**config.mk**
```make
export PLATFORM = sky130hd
export DESIGN_NAME = uart_rx_os_flat
export DESIGN_NICKNAME = d
export VERILOG_FILES = /design/src/rtl/uart_rx_os_if.sv /design/src/rtl/uart_rx_os.sv /design/src/flat_wrapper.sv
export SDC_FILE = /design/constraint.sdc
export NUM_CORES = 1
export LEC_CHECK = 0
export CAP_MARGIN = 20
export CORE_MARGIN = 4
export CORE_UTILIZATION = 40
export DETAILED_ROUTE_END_ITERATION = 6
export MAX_ROUTING_LAYER = met4
export PLACE_DENSITY_LB_ADDON = 0.1
export SKIP_CTS_REPAIR_TIMING = 1
export SYNTH_ARGS = -nofsm -noshare
export SYNTH_HDL_FRONTEND = slang
export SYNTH_SLANG_ARGS = --single-unit
export TNS_END_PERCENT = 100
```
**constraint.sdc**
```tcl
create_clock -name clk -period 2.4 [get_ports clk]
set_input_delay 0.48 -clock clk [delete_from_list [all_inputs] [get_ports clk]]
set_output_delay 0.48 -clock clk [all_outputs]
set_load 0.01 [all_outputs]
```
**src/rtl/uart_rx_os_if.sv**
```systemverilog
// Serial-line / received-word bundle for uart_rx_os.
// The master side is the receiver; the slave side drives the line and consumes words.
interface uart_rx_os_if #(
  parameter int DATA_BITS = 8
);
  logic                 rx;
  logic [DATA_BITS-1:0] rx_data;
  logic                 rx_done;
  logic                 parity_err;
  logic                 frame_err;
  logic                 busy;

  modport master (input rx, output rx_data, rx_done, parity_err, frame_err, busy);
  modport slave  (output rx, input rx_data, rx_done, parity_err, frame_err, busy);
endinterface

```
**src/rtl/uart_rx_os.sv**
```systemverilog
// Oversampled UART receiver: 2-flop sync, mid-bit sampling, false-start rejection, parity/framing checks.
// Define UART_RX_MAJORITY_EN to make every bit decision a 3-sample majority vote.
module uart_rx_os #(
  parameter int CLKS_PER_BIT = 16,
  parameter int DATA_BITS    = 8,
  parameter int PARITY_MODE  = 0,
  parameter int STOP_BITS    = 1
) (
  input logic          clk,
  input logic          rst,
  uart_rx_os_if.master bus
);
  localparam int CW = $clog2(CLKS_PER_BIT);
  localparam int BW = $clog2(DATA_BITS + 1);

  typedef enum logic [2:0] {IDLE, START, DATA, PARITY, STOP, DONE, BREAK} state_t;
  state_t state, state_nxt;

  logic                 rx_m, rx_s, smp, tick;
  logic [CW-1:0]        cnt;
  logic [BW-1:0]        bit_cnt;
  logic                 stop_cnt;
  logic [DATA_BITS-1:0] shreg, rx_data_q;
  logic                 par_acc, perr_acc, ferr_acc;
  logic                 parity_err_q, frame_err_q;

  always_ff @(posedge clk or negedge rst)
    if (!rst) {rx_m, rx_s} <= 2'b11;
    else      {rx_m, rx_s} <= {bus.rx, rx_m};

`ifdef UART_RX_MAJORITY_EN
  // Vote window is rx_s over three consecutive cycles, centred on rx_d1.
  logic rx_d1, rx_d2;
  always_ff @(posedge clk or negedge rst)
    if (!rst) {rx_d1, rx_d2} <= 2'b11;
    else      {rx_d1, rx_d2} <= {rx_s, rx_d1};
  assign smp = (rx_s & rx_d1) | (rx_s & rx_d2) | (rx_d1 & rx_d2);
`else
  assign smp = rx_s;
`endif

  // Start bit is checked at its half-period; all other bits a full period later.
  assign tick = (state == START) ? (cnt == CW'(CLKS_PER_BIT/2 - 1))
                                 : (cnt == CW'(CLKS_PER_BIT - 1));

  always_ff @(posedge clk or negedge rst)
    if (!rst) state <= IDLE;
    else      state <= state_nxt;

  always_comb begin
    state_nxt = state;
    case (state)
      IDLE:    if (!rx_s) state_nxt = START;
      START:   if (tick) state_nxt = smp ? IDLE : DATA;
      DATA:    if (tick && bit_cnt == BW'(DATA_BITS - 1))
                 state_nxt = (PARITY_MODE != 0) ? PARITY : STOP;
      PARITY:  if (tick) state_nxt = STOP;
      STOP:    if (tick && stop_cnt == 1'(STOP_BITS - 1)) state_nxt = DONE;
      DONE:    state_nxt = frame_err_q ? BREAK : IDLE;
      BREAK:   if (rx_s) state_nxt = IDLE;
      default: state_nxt = IDLE;
    endcase
  end

  always_ff @(posedge clk or negedge rst) begin
    if (!rst) begin
      cnt          <= '0;
      bit_cnt      <= '0;
      stop_cnt     <= 1'b0;
      shreg        <= '0;
      par_acc      <= 1'b0;
      perr_acc     <= 1'b0;
      ferr_acc     <= 1'b0;
      rx_data_q    <= '0;
      parity_err_q <= 1'b0;
      frame_err_q  <= 1'b0;
    end else begin
      if (state == IDLE || state_nxt != state || tick) cnt <= '0;
      else                                              cnt <= cnt + 1'b1;
      case (state)
        IDLE: begin
          bit_cnt  <= '0;
          stop_cnt <= 1'b0;
          par_acc  <= 1'b0;
          perr_acc <= 1'b0;
          ferr_acc <= 1'b0;
        end
        DATA: if (tick) begin
          shreg   <= {smp, shreg[DATA_BITS-1:1]};
          par_acc <= par_acc ^ smp;
          bit_cnt <= bit_cnt + 1'b1;
        end
        PARITY: if (tick) perr_acc <= (PARITY_MODE == 1) ? (par_acc ^ smp) : ~(par_acc ^ smp);
        STOP: if (tick) begin
          stop_cnt <= stop_cnt + 1'b1;
          if (!smp) ferr_acc <= 1'b1;
        end
        default: ;
      endcase
      // Results land on the edge into DONE so they are valid alongside rx_done.
      if (state == STOP && state_nxt == DONE) begin
        rx_data_q    <= shreg;
        parity_err_q <= perr_acc;
        frame_err_q  <= ferr_acc | ~smp;
      end
    end
  end

  assign bus.rx_data    = rx_data_q;
  assign bus.parity_err = parity_err_q;
  assign bus.frame_err  = frame_err_q;
  assign bus.rx_done    = (state == DONE);
  assign bus.busy       = (state != IDLE);
endmodule

```
**src/flat_wrapper.sv**
```systemverilog
// flat-port wrapper written by rule: the top's interface ports become plain ports
module uart_rx_os_flat 
#(
  parameter int CLKS_PER_BIT = 16,
  parameter int DATA_BITS    = 8,
  parameter int PARITY_MODE  = 0,
  parameter int STOP_BITS    = 1
)
  (clk, rst, bus_rx, bus_rx_data, bus_rx_done, bus_parity_err, bus_frame_err, bus_busy);
  uart_rx_os_if #(.DATA_BITS(DATA_BITS)) bus_i ();
  input logic clk;
  input logic rst;
  input wire logic [$bits(bus_i.rx)-1:0] bus_rx;
  output wire logic [$bits(bus_i.rx_data)-1:0] bus_rx_data;
  output wire logic [$bits(bus_i.rx_done)-1:0] bus_rx_done;
  output wire logic [$bits(bus_i.parity_err)-1:0] bus_parity_err;
  output wire logic [$bits(bus_i.frame_err)-1:0] bus_frame_err;
  output wire logic [$bits(bus_i.busy)-1:0] bus_busy;
  assign bus_i.rx = bus_rx;
  assign bus_rx_data = bus_i.rx_data;
  assign bus_rx_done = bus_i.rx_done;
  assign bus_parity_err = bus_i.parity_err;
  assign bus_frame_err = bus_i.frame_err;
  assign bus_busy = bus_i.busy;
  uart_rx_os #(.CLKS_PER_BIT(CLKS_PER_BIT), .DATA_BITS(DATA_BITS), .PARITY_MODE(PARITY_MODE), .STOP_BITS(STOP_BITS)) u_core (.clk(clk), .rst(rst), .bus(bus_i));
endmodule
```
After elaboration in Yosys (flattened, before gate mapping)
Index checks and enable logic that the tools add are counted.
- register bits: 35
- input bits: 3
- logic and storage cells: 73
- mux-type cells: 22
- eq/ne operators: 15
- add/subtract/negate cells: 3
- bitwise logic cells: 5
- reductions and logical operators: 15
- operators by type and width (cell ; number):
    2-to-1 mux 3 bit ; 7
    case mux 3 bit (7 select lines) ; 1
    == test 3 bit, second input constant ; 4
    adder 4 x 1 -> 4 bit, second input constant ; 2
    == test 4 x 3 -> 1 bit, second input constant ; 2
    2-to-1 mux 4 bit ; 2
    case mux 1 bit (2 select lines) ; 4
    case mux 4 bit (2 select lines) ; 1
    AND reduction 2 bit ; 4
    == test 3 x 2 -> 1 bit, second input constant ; 2
    2-to-1 mux 1 bit ; 6
    != test 2 x 1 -> 1 bit, second input constant ; 3
    nonzero test 2 bit ; 3
    == test 4 bit, second input constant ; 1
    == test 3 x 1 -> 1 bit, second input constant ; 1
    logical AND 1 bit ; 3
    logical NOT 3 bit ; 1
    != test 3 bit ; 1
    inverter 1 bit ; 3
    AND reduction 3 bit ; 1
    nonzero test 3 bit ; 1
    logical OR 1 bit ; 2
    2-to-1 mux 2 bit ; 1
    != test 2 bit, second input constant ; 1
    3 further kinds ; 3

Longest topological paths before layout
- word-level depth: 9
- gate-level depth with buffers: 6

Worst setup path before layout
OpenSTA, ideal clock, no wires.
- path type: reg2reg
- from: register u_core.cnt[0]
- to: register u_core.shreg[2]
- buffers on the path: 2
- required time: 2.275 ns
- setup slack: 0.685 ns
- period minus slack after synthesis: 1.715 ns
- setup time: 0.125 ns
- stages on the path, launching flop included: 7
- arrival time: 1.589 ns
- cell sequence: dfrtp_1 > ha_1 > buf_2 > nand3_1 > or2_4 > buf_6 > mux2_4
- cells in the longest elaborated chain, start to end: 3
- elaborated cells between the ends (all ways): 4
- RTL lines (item ; line ; RTL):
    start: declaration ; uart_rx_os.sv:20 ; logic [CW-1:0] cnt;
    start signal: assignment ; uart_rx_os.sv:79 ; else cnt <= cnt + 1'b1;
    == test 4 bit / == test 4 x 3 -> 1 bit (equally long branches) ; uart_rx_os.sv:44, uart_rx_os.sv:43 ;
    2-to-1 mux 1 bit (*) ; uart_rx_os.sv:43 ; assign tick = (state == START) ? (cnt == CW'(CLKS_PER_BIT/2 - 1))
    AND reduction 2 bit (no line) (*) ; - ;
    end signal: assignment ; uart_rx_os.sv:89 ; shreg <= {smp, shreg[DATA_BITS-1:1]};
    end: declaration ; uart_rx_os.sv:23 ; logic [DATA_BITS-1:0] shreg, rx_data_q;
Mark *: on every way between the ends. The rest lies on a longest branch, timed or not.
A chain may end at the register's enable or synchronous reset.

Final worst setup path
- from: register u_core.state[1]
- to: output port bus_busy
- cells in the longest elaborated chain, start to end: 1
- RTL lines (item ; line ; RTL):
    start: declaration ; uart_rx_os.sv:17 ; state_t state, state_nxt;
    start signal: assignment ; uart_rx_os.sv:48 ; else state <= state_nxt;
    nonzero test 3 bit ; uart_rx_os.sv:113 ; assign bus.busy = (state != IDLE);
    end: declaration ; flat_wrapper.sv:18 ; output wire logic [$bits(bus_i.busy)-1:0] bus_busy;
No other way between the ends.

==> reports/qor.yml <==
yosys-top-cells-area: "dfrtp_1, mux2_2, mux2_4"
fp-row-count: 22
maxCapViolations: 0
grt.overflow.total: 0
crit_chain: "or3_1 -> clkdlybuf4s50_1"
portBuffers: 14
finalSetupViolations: 0
ant_nets: 0
final-hold-violation-count: 0
min_from: "u_core.rx_m"
cts_tree: "yes"
core_um2: 3800
min_path_type: "flop to flop"
crit_required_ns: 1.92
min_period_over_period: 0.934
cts-buffers-inserted: 5
ys_ff_latch: 35
routedWlPerCell_um: 14.4
multi_input_area_um2: 681
die_w_um: 71.9
power.density_nw_per_um2: 827
seq_area_um2: 878
ios: 15
syn_to_final_growth_pct: 16.4
htreeDepth: 2
dp_cells: 192
yosys.area.top_type: "dfrtp_1"
cp.arrival_ns: 1.76
root_buffer: "clkbuf_8"
r2r-start: "u_core.cnt[0]"
slowest_stage: "dfrtp_1"
synth_area_um2: 1630
gp_congestion: 0.793
drv_slew: 0
fin_setup_tns_ns: 0
cts_buffer_depth: 2
synth_enable_flop_cells: 0
timing.rr.end: "u_core.bus.rx_data[6]"
r2r_slack_ns: 0.40
grt_pass1_wl_mm: 4.98
finClkSkew_ns: 0.00600
routed_via_density: 5.46
clk_pin_slew_ns: 0.07
synthCells: 135
insertedDiodeCount: 0
syn_area_per_cell_um2: 12.1
holdPathStages: 0
seq_area_frac_synth: 0.538
hpwl_mm: 1.94
crit_type: "flop to output port"
fmax_ghz: 0.446
fin_hold_ws_ns: 0.358
drc: 0
relSlewSlack: 0.651
dominantRegCellSynth: "dfrtp_1"
instances_no_fill: 200
synthArstFlopShare: 1.00
final_core_util: 0.500
clock_latency_ns: 0.28
initial_core_util: 0.430
drtIter0Drc: 50
cp_slowest_stage_delay_ns: 0.53
rsz0062_at_grt: "false"
wl_mm: 2.89
grt_max_degree: 36
grt_util_all_layers: 0.128
tightest_slew_ns: 0.523
p_leak_nw: 0.873
die_area_um2: 5170
period_minus_slack_ns: 2.24
cts_sinks: 35
syn_nets: 140
drive_gt1_frac: 0.230
netlist-cell-type-count: 43
ff2ff_path_depth: 4
antenna_found_initial: 0
via_count: 1091
whs_endpoint: "u_core.rx_s"
synth_top_area_frac: 0.506
nFillCells: 354
cp-end-kind: "output port"
start_kind: "flop"
first_global_vias: 1079
p_total_mw: 1.57
peakVddDrop_v: 0.000442
drt-pass1-iter-count: 4
worstPathMaxFanout: 15
fp.dieH_um: 71.9
ys_warn_count: 0
status: "completed"
nets: 156
-- power by group --
part           switching (mW)  leakage [nW]  total (mW)  internal, mW
clock network           0.200        0.0412       0.403         0.202
logic                   0.203         0.363       0.386         0.183
registers               0.119         0.469       0.783         0.664
-- metal layers --
layer | share of wire | GRT usage | wire [um]
met1 | 0.49 | 0.158 | 1420
met2 | 0.45 | 0.191 | 1310
met3 | 0.044 | 0.0402 | 126
met4 | 0.013 | 0.0585 | 37
met5 | 0 | - | 0
-- logic make-up after synthesis --
family,after synthesis,share of synthesized area
flip-flops,35,0.538
AND/OR/NAND/NOR,30,0.113
AO/OA/AOI/OAI,29,0.122
multiplexers,20,0.150
buffers and inverters,16,0.0452
XOR/XNOR,3,0.0161
adder cells (fa/ha/maj),2,0.0153
-- flip-flops by register name, summed over array words and instances, names as in the netlist --
signal,cells
u_core.stop_cnt,1
u_core.bus.parity_err,1
u_core.rx_m,1
u_core.rx_s,1
u_core.state,3
u_core.perr_acc,1
u_core.bus.frame_err,1
u_core.cnt,4
u_core.shreg,8
u_core.par_acc,1
u_core.ferr_acc,1
u_core.bit_cnt,4
u_core.bus.rx_data,8
-- through the flow --
stage / cell area, um2 / worst slack, ns
final: 1900 / 0.158
after global routing: 1900 / 0.0885
after global placement: 1820 / 0.463
after floorplan: 1630 / 0.685
after detailed placement: 1820 / 0.405
after CTS: 1900 / 0.155
-- layout make-up --
type,instances,area share
Timing Repair Buffer,18,0.0895
Sequential cell,35,0.462
Inverter,7,0.0138
Multi-Input combinational cell,84,0.358
Clock buffer,6,0.0382
Clock inverter,2,0.00658
Tap cell,48,0.0316
-- worst max-delay path by stage --
stage / to / from / slack [ns] / cells past startpoint
floorplan: u_core.shreg[2] / u_core.cnt[0] / 0.69 / 6
global placement: bus_busy / u_core.state[1] / 0.46 / 2
detailed placement: u_core.bus.rx_data[6] / u_core.cnt[0] / 0.40 / 4
CTS: bus_busy / u_core.state[1] / 0.15 / 2
global route: bus_busy / u_core.state[1] / 0.09 / 2
finish: bus_busy / u_core.state[1] / 0.16 / 2
-- critical path, delay by kind of cell, from the launching register on --
family / cells / cell delay, ns
DFF: 1 / 0.53
buffers and inverters: 1 / 0.50
and+or+nand+nor: 1 / 0.45
-- synthesized netlist by cell type (2+ instances only) --
master / number
o21ai_0: 9
nor3_1: 2
or4_1: 3
mux2_4: 6
clkbuf_1: 3
mux2_2: 12
nand2_1: 3
o211ai_1: 3
mux2i_1: 2
a311oi_1: 2
ha_1: 2
dfrtp_1: 33
nor2_1: 2
and3_1: 2
xor2_1: 2
o31ai_1: 2
nand3_1: 4
a21oi_1: 2
nand2b_1: 6
inv_1: 7
buf_2: 4
a31o_2: 2
dfstp_2: 2
-- cell usage in the layout, fill, tap and decap left out, types with 2 or more instances in the layout --
| master | count |
|---|---|
| o211ai_1 | 3 |
| and3_1 | 2 |
| mux2_4 | 6 |
| nand2b_1 | 6 |
| buf_4 | 4 |
| a21oi_1 | 2 |
| clkdlybuf4s50_1 | 14 |
| mux2_2 | 12 |
| inv_1 | 7 |
| mux2i_1 | 2 |
| a311oi_1 | 2 |
| nand2_1 | 3 |
| xor2_1 | 2 |
| a31o_2 | 2 |
| nand3_1 | 4 |
| o21ai_0 | 9 |
| nor2_1 | 2 |
| o31ai_1 | 2 |
| ha_1 | 2 |
| nor3_1 | 2 |
| clkbuf_8 | 5 |
| or4_1 | 3 |
| dfstp_2 | 2 |
| dfrtp_1 | 33 |
Power figures use the tool's default switching activity.
==> edit 1 (config.mk and constraints unchanged) <==
`PARITY_MODE` is set to 0 in 2 places; all go to 1.
--- a/src/rtl/uart_rx_os.sv
+++ b/src/rtl/uart_rx_os.sv
@@ -4,5 +4,5 @@
   parameter int CLKS_PER_BIT = 16,
   parameter int DATA_BITS    = 8,
-  parameter int PARITY_MODE  = 0,
+  parameter int PARITY_MODE  = 1,
   parameter int STOP_BITS    = 1
 ) (
--- a/src/flat_wrapper.sv
+++ b/src/flat_wrapper.sv
@@ -4,5 +4,5 @@
   parameter int CLKS_PER_BIT = 16,
   parameter int DATA_BITS    = 8,
-  parameter int PARITY_MODE  = 0,
+  parameter int PARITY_MODE  = 1,
   parameter int STOP_BITS    = 1
 )
Check against the original RTL: no difference found for any inputs over 10 cycles, from zero or initial values and one cycle with rst low; that may be too few to reach the edited logic, so the function may still have changed.
==> edit 1 against the original RTL <==
Design area shrank 1.8%; worst setup slack gained 0.073 ns; synthesized cell count increased by 1.5%; sequential cell count unchanged; routed wire length decreased by 4.5%; power decreased by 3.9%; combinational power is 24% lower; global-route usage shrank 0.39 points; register-to-register slack improved by 0.07 ns; maximum frequency rose by 3.4%; clock power increased by 12%; sequential power fell by 2%; area after synthesis down 0.15%; largest power group unchanged; highest routed layer unchanged.
==> edit 1: results (changes against the original RTL) <==
syn_nets: 142  # was 140
synth_seq_area_share: 0.539  # was 0.538
final.fill_count: 356  # was 354
fin_setup_tns_ns: 0  # unchanged
cts.reportedPaths.clkPinSlew_ns: 0.06
max-clock-path-buffers: 2  # unchanged
htree_levels: 2  # unchanged
static-leakage-power_nw: 0.862  # was 0.873 nW
drt-initial-drc-count: 52  # was 50
timing.critical_path.arrival_ns: 1.69  # was 1.76 ns
setup_viol_count_final: 0  # unchanged
fraction_of_layout_cells_with_a_size_suffix_above_1: 0.217  # was 0.230
yosys.cell_types.count: 39  # was 43
detail_route.wirelength_mm: 2.76  # was 2.89 mm
worst_slew_pin_slew_ns: 0.435  # was 0.523 ns
period_minus_slack_ns: 2.17  # was 2.24 ns
skew_ns: 0.00215  # was 0.00600 ns
number_of_buffers_added_by_the_clock_tree_synthesis_step: 5  # unchanged
worst_skew_pair.late_latency_ns: 0.27
grt_start_max_net_pins: 36  # unchanged
numPortBuffers: 14  # unchanged
synth_common_cells: "33 x sky130_fd_sc_hd__dfrtp_1, 12 x sky130_fd_sc_hd__mux2_2, 9 x sky130_fd_sc_hd__o21ai_0"  # unchanged
timing.hold.worst.class: "reg -> reg"  # unchanged
detail_route.vias_per_cell: 5.17  # was 5.46
gpl.final_weighted_congestion: 0.837  # was 0.793
hpwl_mm: 1.93  # was 1.94 mm
ys_top_cells_by_area: "sky130_fd_sc_hd__dfrtp_1 51%, sky130_fd_sc_hd__mux2_2 8.3%, sky130_fd_sc_hd__mux2_4 3.7%"  # was sky130_fd_sc_hd__dfrtp_1 51%, sky130_fd_sc_hd__mux2_2 8.3%, sky130_fd_sc_hd__mux2_4 5.5%
synthArstFlopShare: 1.00  # unchanged
antenna_cells_inserted: 0  # unchanged
cts-root-buf: "sky130_fd_sc_hd__clkbuf_8"  # unchanged
yosysWarnings: 0  # unchanged
detail-route-antenna-nets: 0  # unchanged
final_nets: 156  # unchanged
first_global_vias: 1030  # was 1,079
irDropWorstVdd_uv: 396  # was 442 uV
antenna_found_initial: 0  # unchanged
critical_path_peak_fanout: 10  # was 15
global_route_wire_length_before_repair_mm: 4.90  # was 4.98 mm
outcome: "complete, no violations"  # unchanged
groute.usage.overall: 0.124  # was 0.128
drt_pre_antenna_iters: 4  # unchanged
==> edit 1: per-layer routing <==
layer,share of wire,track usage
met1,0.51,0.165
met2,0.43,0.183
met4,0.0051,0.0376
met3,0.052,0.0351
met5,0,-
==> edit 1: final cells by class <==
type | count | share of cell area
sequential | 35 | 0.471
multi-input combinational | 87 | 0.347
timing repair buffer | 17 | 0.0871
clock buffer | 8 | 0.0536
tap | 48 | 0.0322
inverter | 5 | 0.0101
==> edit 1: path summary, 6_finish.rpt <==
path	slack [ns]	cells after the start	end	from
setup / recovery	0.23	3	bus_rx_done	u_core.state[1]
hold / removal	0.36	0	u_core.rx_s	u_core.rx_m
setup reg to reg	0.47	4	u_core.bus.rx_data[7]	u_core.cnt[0]
hold reg to reg	0.36	0	u_core.rx_s	u_core.rx_m
max in group asynchronous	1.45	2	u_core.rx_m	rst
min in group asynchronous	0.61	2	u_core.bit_cnt[1]	rst
==> edit 1: logic make-up (layout without fill, tap and decap cells) <==
kind of cell / after synthesis / in the layout / share of synthesized area
buf+inv: 15 / 30 / 0.0645
compound gates: 27 / 27 / 0.102
mux: 18 / 18 / 0.132
flops: 35 / 35 / 0.539
xor+xnor: 4 / 4 / 0.0215
simple gates: 36 / 36 / 0.126
fa+ha+maj: 2 / 2 / 0.0153
==> edit 1: worst max-delay path: stages (launching register included) <==
cell	delay, ns
sky130_fd_sc_hd__dfrtp_1	0.49
sky130_fd_sc_hd__inv_1	0.22
sky130_fd_sc_hd__and3_1	0.18
sky130_fd_sc_hd__clkdlybuf4s50_1	0.53
==> edit 1: metrics by stage <==
step | cell area (um2) | setup WS, ns | std cells | total power [mW]
finish | 1870 | 0.231 | 200 | 1.51
global route | 1870 | 0.111 | 200 | 1.61
CTS | 1870 | 0.223 | 200 | 1.53
detailed placement | 1770 | 0.490 | 192 | 1.07
global placement | 1770 | 0.517 | 192 | 1.06
floorplan | 1630 | 0.558 | 137 | 1.02
==> edit 1: report_power, final <==
part	switching (mW)	internal [mW]
clock	0.190	0.262
sequential	0.113	0.654
combinational	0.155	0.137
total	0.457	1.05
==> edit 2 (same flow settings) <==
Without the edit above. Encoding of `state_t`: now one-hot (7 bits for 7 states).
--- a/src/rtl/uart_rx_os.sv
+++ b/src/rtl/uart_rx_os.sv
@@ -14,5 +14,5 @@
   localparam int BW = $clog2(DATA_BITS + 1);
 
-  typedef enum logic [2:0] {IDLE, START, DATA, PARITY, STOP, DONE, BREAK} state_t;
+  typedef enum logic [6:0] {IDLE = 7'b0000001, START = 7'b0000010, DATA = 7'b0000100, PARITY = 7'b0001000, STOP = 7'b0010000, DONE = 7'b0100000, BREAK = 7'b1000000} state_t;
   state_t state, state_nxt;
 
Check against the original RTL: no difference found for any inputs over 10 cycles, from zero or initial values and one cycle with rst low; not proved beyond that.
==> edit 2 against the original RTL <==
Worst setup slack better by 0.077 ns; sequential cell count is 4 higher; power rose by 8.8%; routed wire length rose by 51%; sequential power fell by 8.2%; design area is 23% higher; clock power increased by 37%; area after synthesis increased by 19%.
==> edit 2: results (changes against the original RTL) <==
outcome: "complete, no violations"  # unchanged
worst_r2r_path_depth: 5  # was 4
synth_common_cells: "36 x sky130_fd_sc_hd__dfrtp_1, 32 x sky130_fd_sc_hd__nand2_1, 16 x sky130_fd_sc_hd__nor2_1"  # was 33 x sky130_fd_sc_hd__dfrtp_1, 12 x sky130_fd_sc_hd__mux2_2, 9 x sky130_fd_sc_hd__o21ai_0
yosys.cell_types.count: 49  # was 43
ys_top_cells_by_area: "sky130_fd_sc_hd__dfrtp_1 46%, sky130_fd_sc_hd__nand2_1 6.2%, sky130_fd_sc_hd__mux2_1 5.2%"  # was sky130_fd_sc_hd__dfrtp_1 51%, sky130_fd_sc_hd__mux2_2 8.3%, sky130_fd_sc_hd__mux2_4 5.5%
drt-initial-drc-count: 109  # was 50
vias: 1565  # was 1,091
timing.hold.worst.class: "in -> async"  # was reg -> reg
irDropWorstVdd_uv: 424  # was 442 uV
gpl.final_weighted_congestion: 0.809  # was 0.793
skew_ns: 0.00560  # was 0.00600 ns
groute.usage.overall: 0.156  # was 0.128
global_route_wire_length_before_repair_mm: 7.39  # was 4.98 mm
static-leakage-power_nw: 1.11  # was 0.873 nW
fraction_of_layout_cells_with_a_size_suffix_above_1: 0.152  # was 0.230
crit-reg2reg-capture: "u_core.bus.rx_data[4]"  # was u_core.bus.rx_data[6]
hpwl_mm: 3.08  # was 1.94 mm
final_nets: 227  # was 156
reg2reg_launch_point: "u_core.state[5]"  # was u_core.cnt[0]
synth_seq_area_share: 0.504  # was 0.538
power.combinational.fraction: 0.257  # was 0.246
m2_gr_usage: 0.255  # was 0.191
timing.critical_path.arrival_ns: 2.33  # was 1.76 ns
sw_frac_of_total: 0.288  # was 0.332
worst_slew_pin_slew_ns: 0.853  # was 0.523 ns
power_frac_clock: 0.322  # was 0.256
routed-wl-met3_um: 202  # was 126 um
final.fill_count: 457  # was 354
comb-power_uw: 440  # was 386 uW
synth.ff_latch_count: 39  # was 35
post_drt_wl_per_cell_um: 15.0  # was 14.4 um
timing.critical_path.slowest_cell_delay_ns: 0.58  # was 0.53 ns
edit 2: cell count changes in the layout (fill, tap and decap cells not counted), sizes merged, moves of 4 or more:
cell / before / now
o21ai: 9 / 13
mux2: 18 / 9
nand2b: 6 / 2
buf: 4 / 14
nor2: 2 / 16
nand2: 3 / 32
nor2b: 1 / 5
nand4: 0 / 4
nor4: 1 / 5
edit 2: cell type report:
class	count	area share
Tap cell	67	0.0358
Sequential cell	39	0.418
Inverter	6	0.00961
Clock inverter	2	0.0149
Timing Repair Buffer	27	0.101
Clock buffer	6	0.0352
Multi-Input combinational cell	143	0.385
edit 2: how the worst min path moves through the flow:
stage | cells past startpoint | from | end | slack [ns]
2_1_floorplan | 0 | rst | u_core.bit_cnt[0] | 0.18
3_3_place_gp | 0 | u_core.rx_m | u_core.rx_s | 0.35
3_5_place_dp | 0 | u_core.rx_m | u_core.rx_s | 0.35
4_1_cts | 1 | rst | u_core.state[2] | 0.33
5_1_grt | 0 | u_core.rx_m | u_core.rx_s | 0.36
6_report | 1 | rst | u_core.state[6] | 0.30
edit 2: critical path, delay by kind of cell (launching register included):
family	cells	cell delay, ns
buf+inv	1	0.20
flops	1	0.58
mux	1	0.33
simple gates	3	0.94
edit 2: kinds of logic after synthesis:
group                    Yosys count  share of synthesized area
AO/OA/AOI/OAI                     35                      0.118
XOR/XNOR                           4                     0.0180
adder cells (fa/ha/maj)            2                     0.0129
buffers and inverters             17                     0.0399
flip-flops                        39                      0.504
multiplexers                      10                     0.0573
AND/OR/NAND/NOR                   92                      0.250
edit 2: stage by stage:
step	instances	area, um2	TNS, ns	setup WS [ns]
after global placement	281	2200	0	0.241
after CTS	289	2320	-0.0888	-0.0888
after global routing	290	2340	0	0.0731
after floorplan	199	1940	0	0.522
after detailed placement	281	2200	0	0.235
final	290	2340	0	0.235
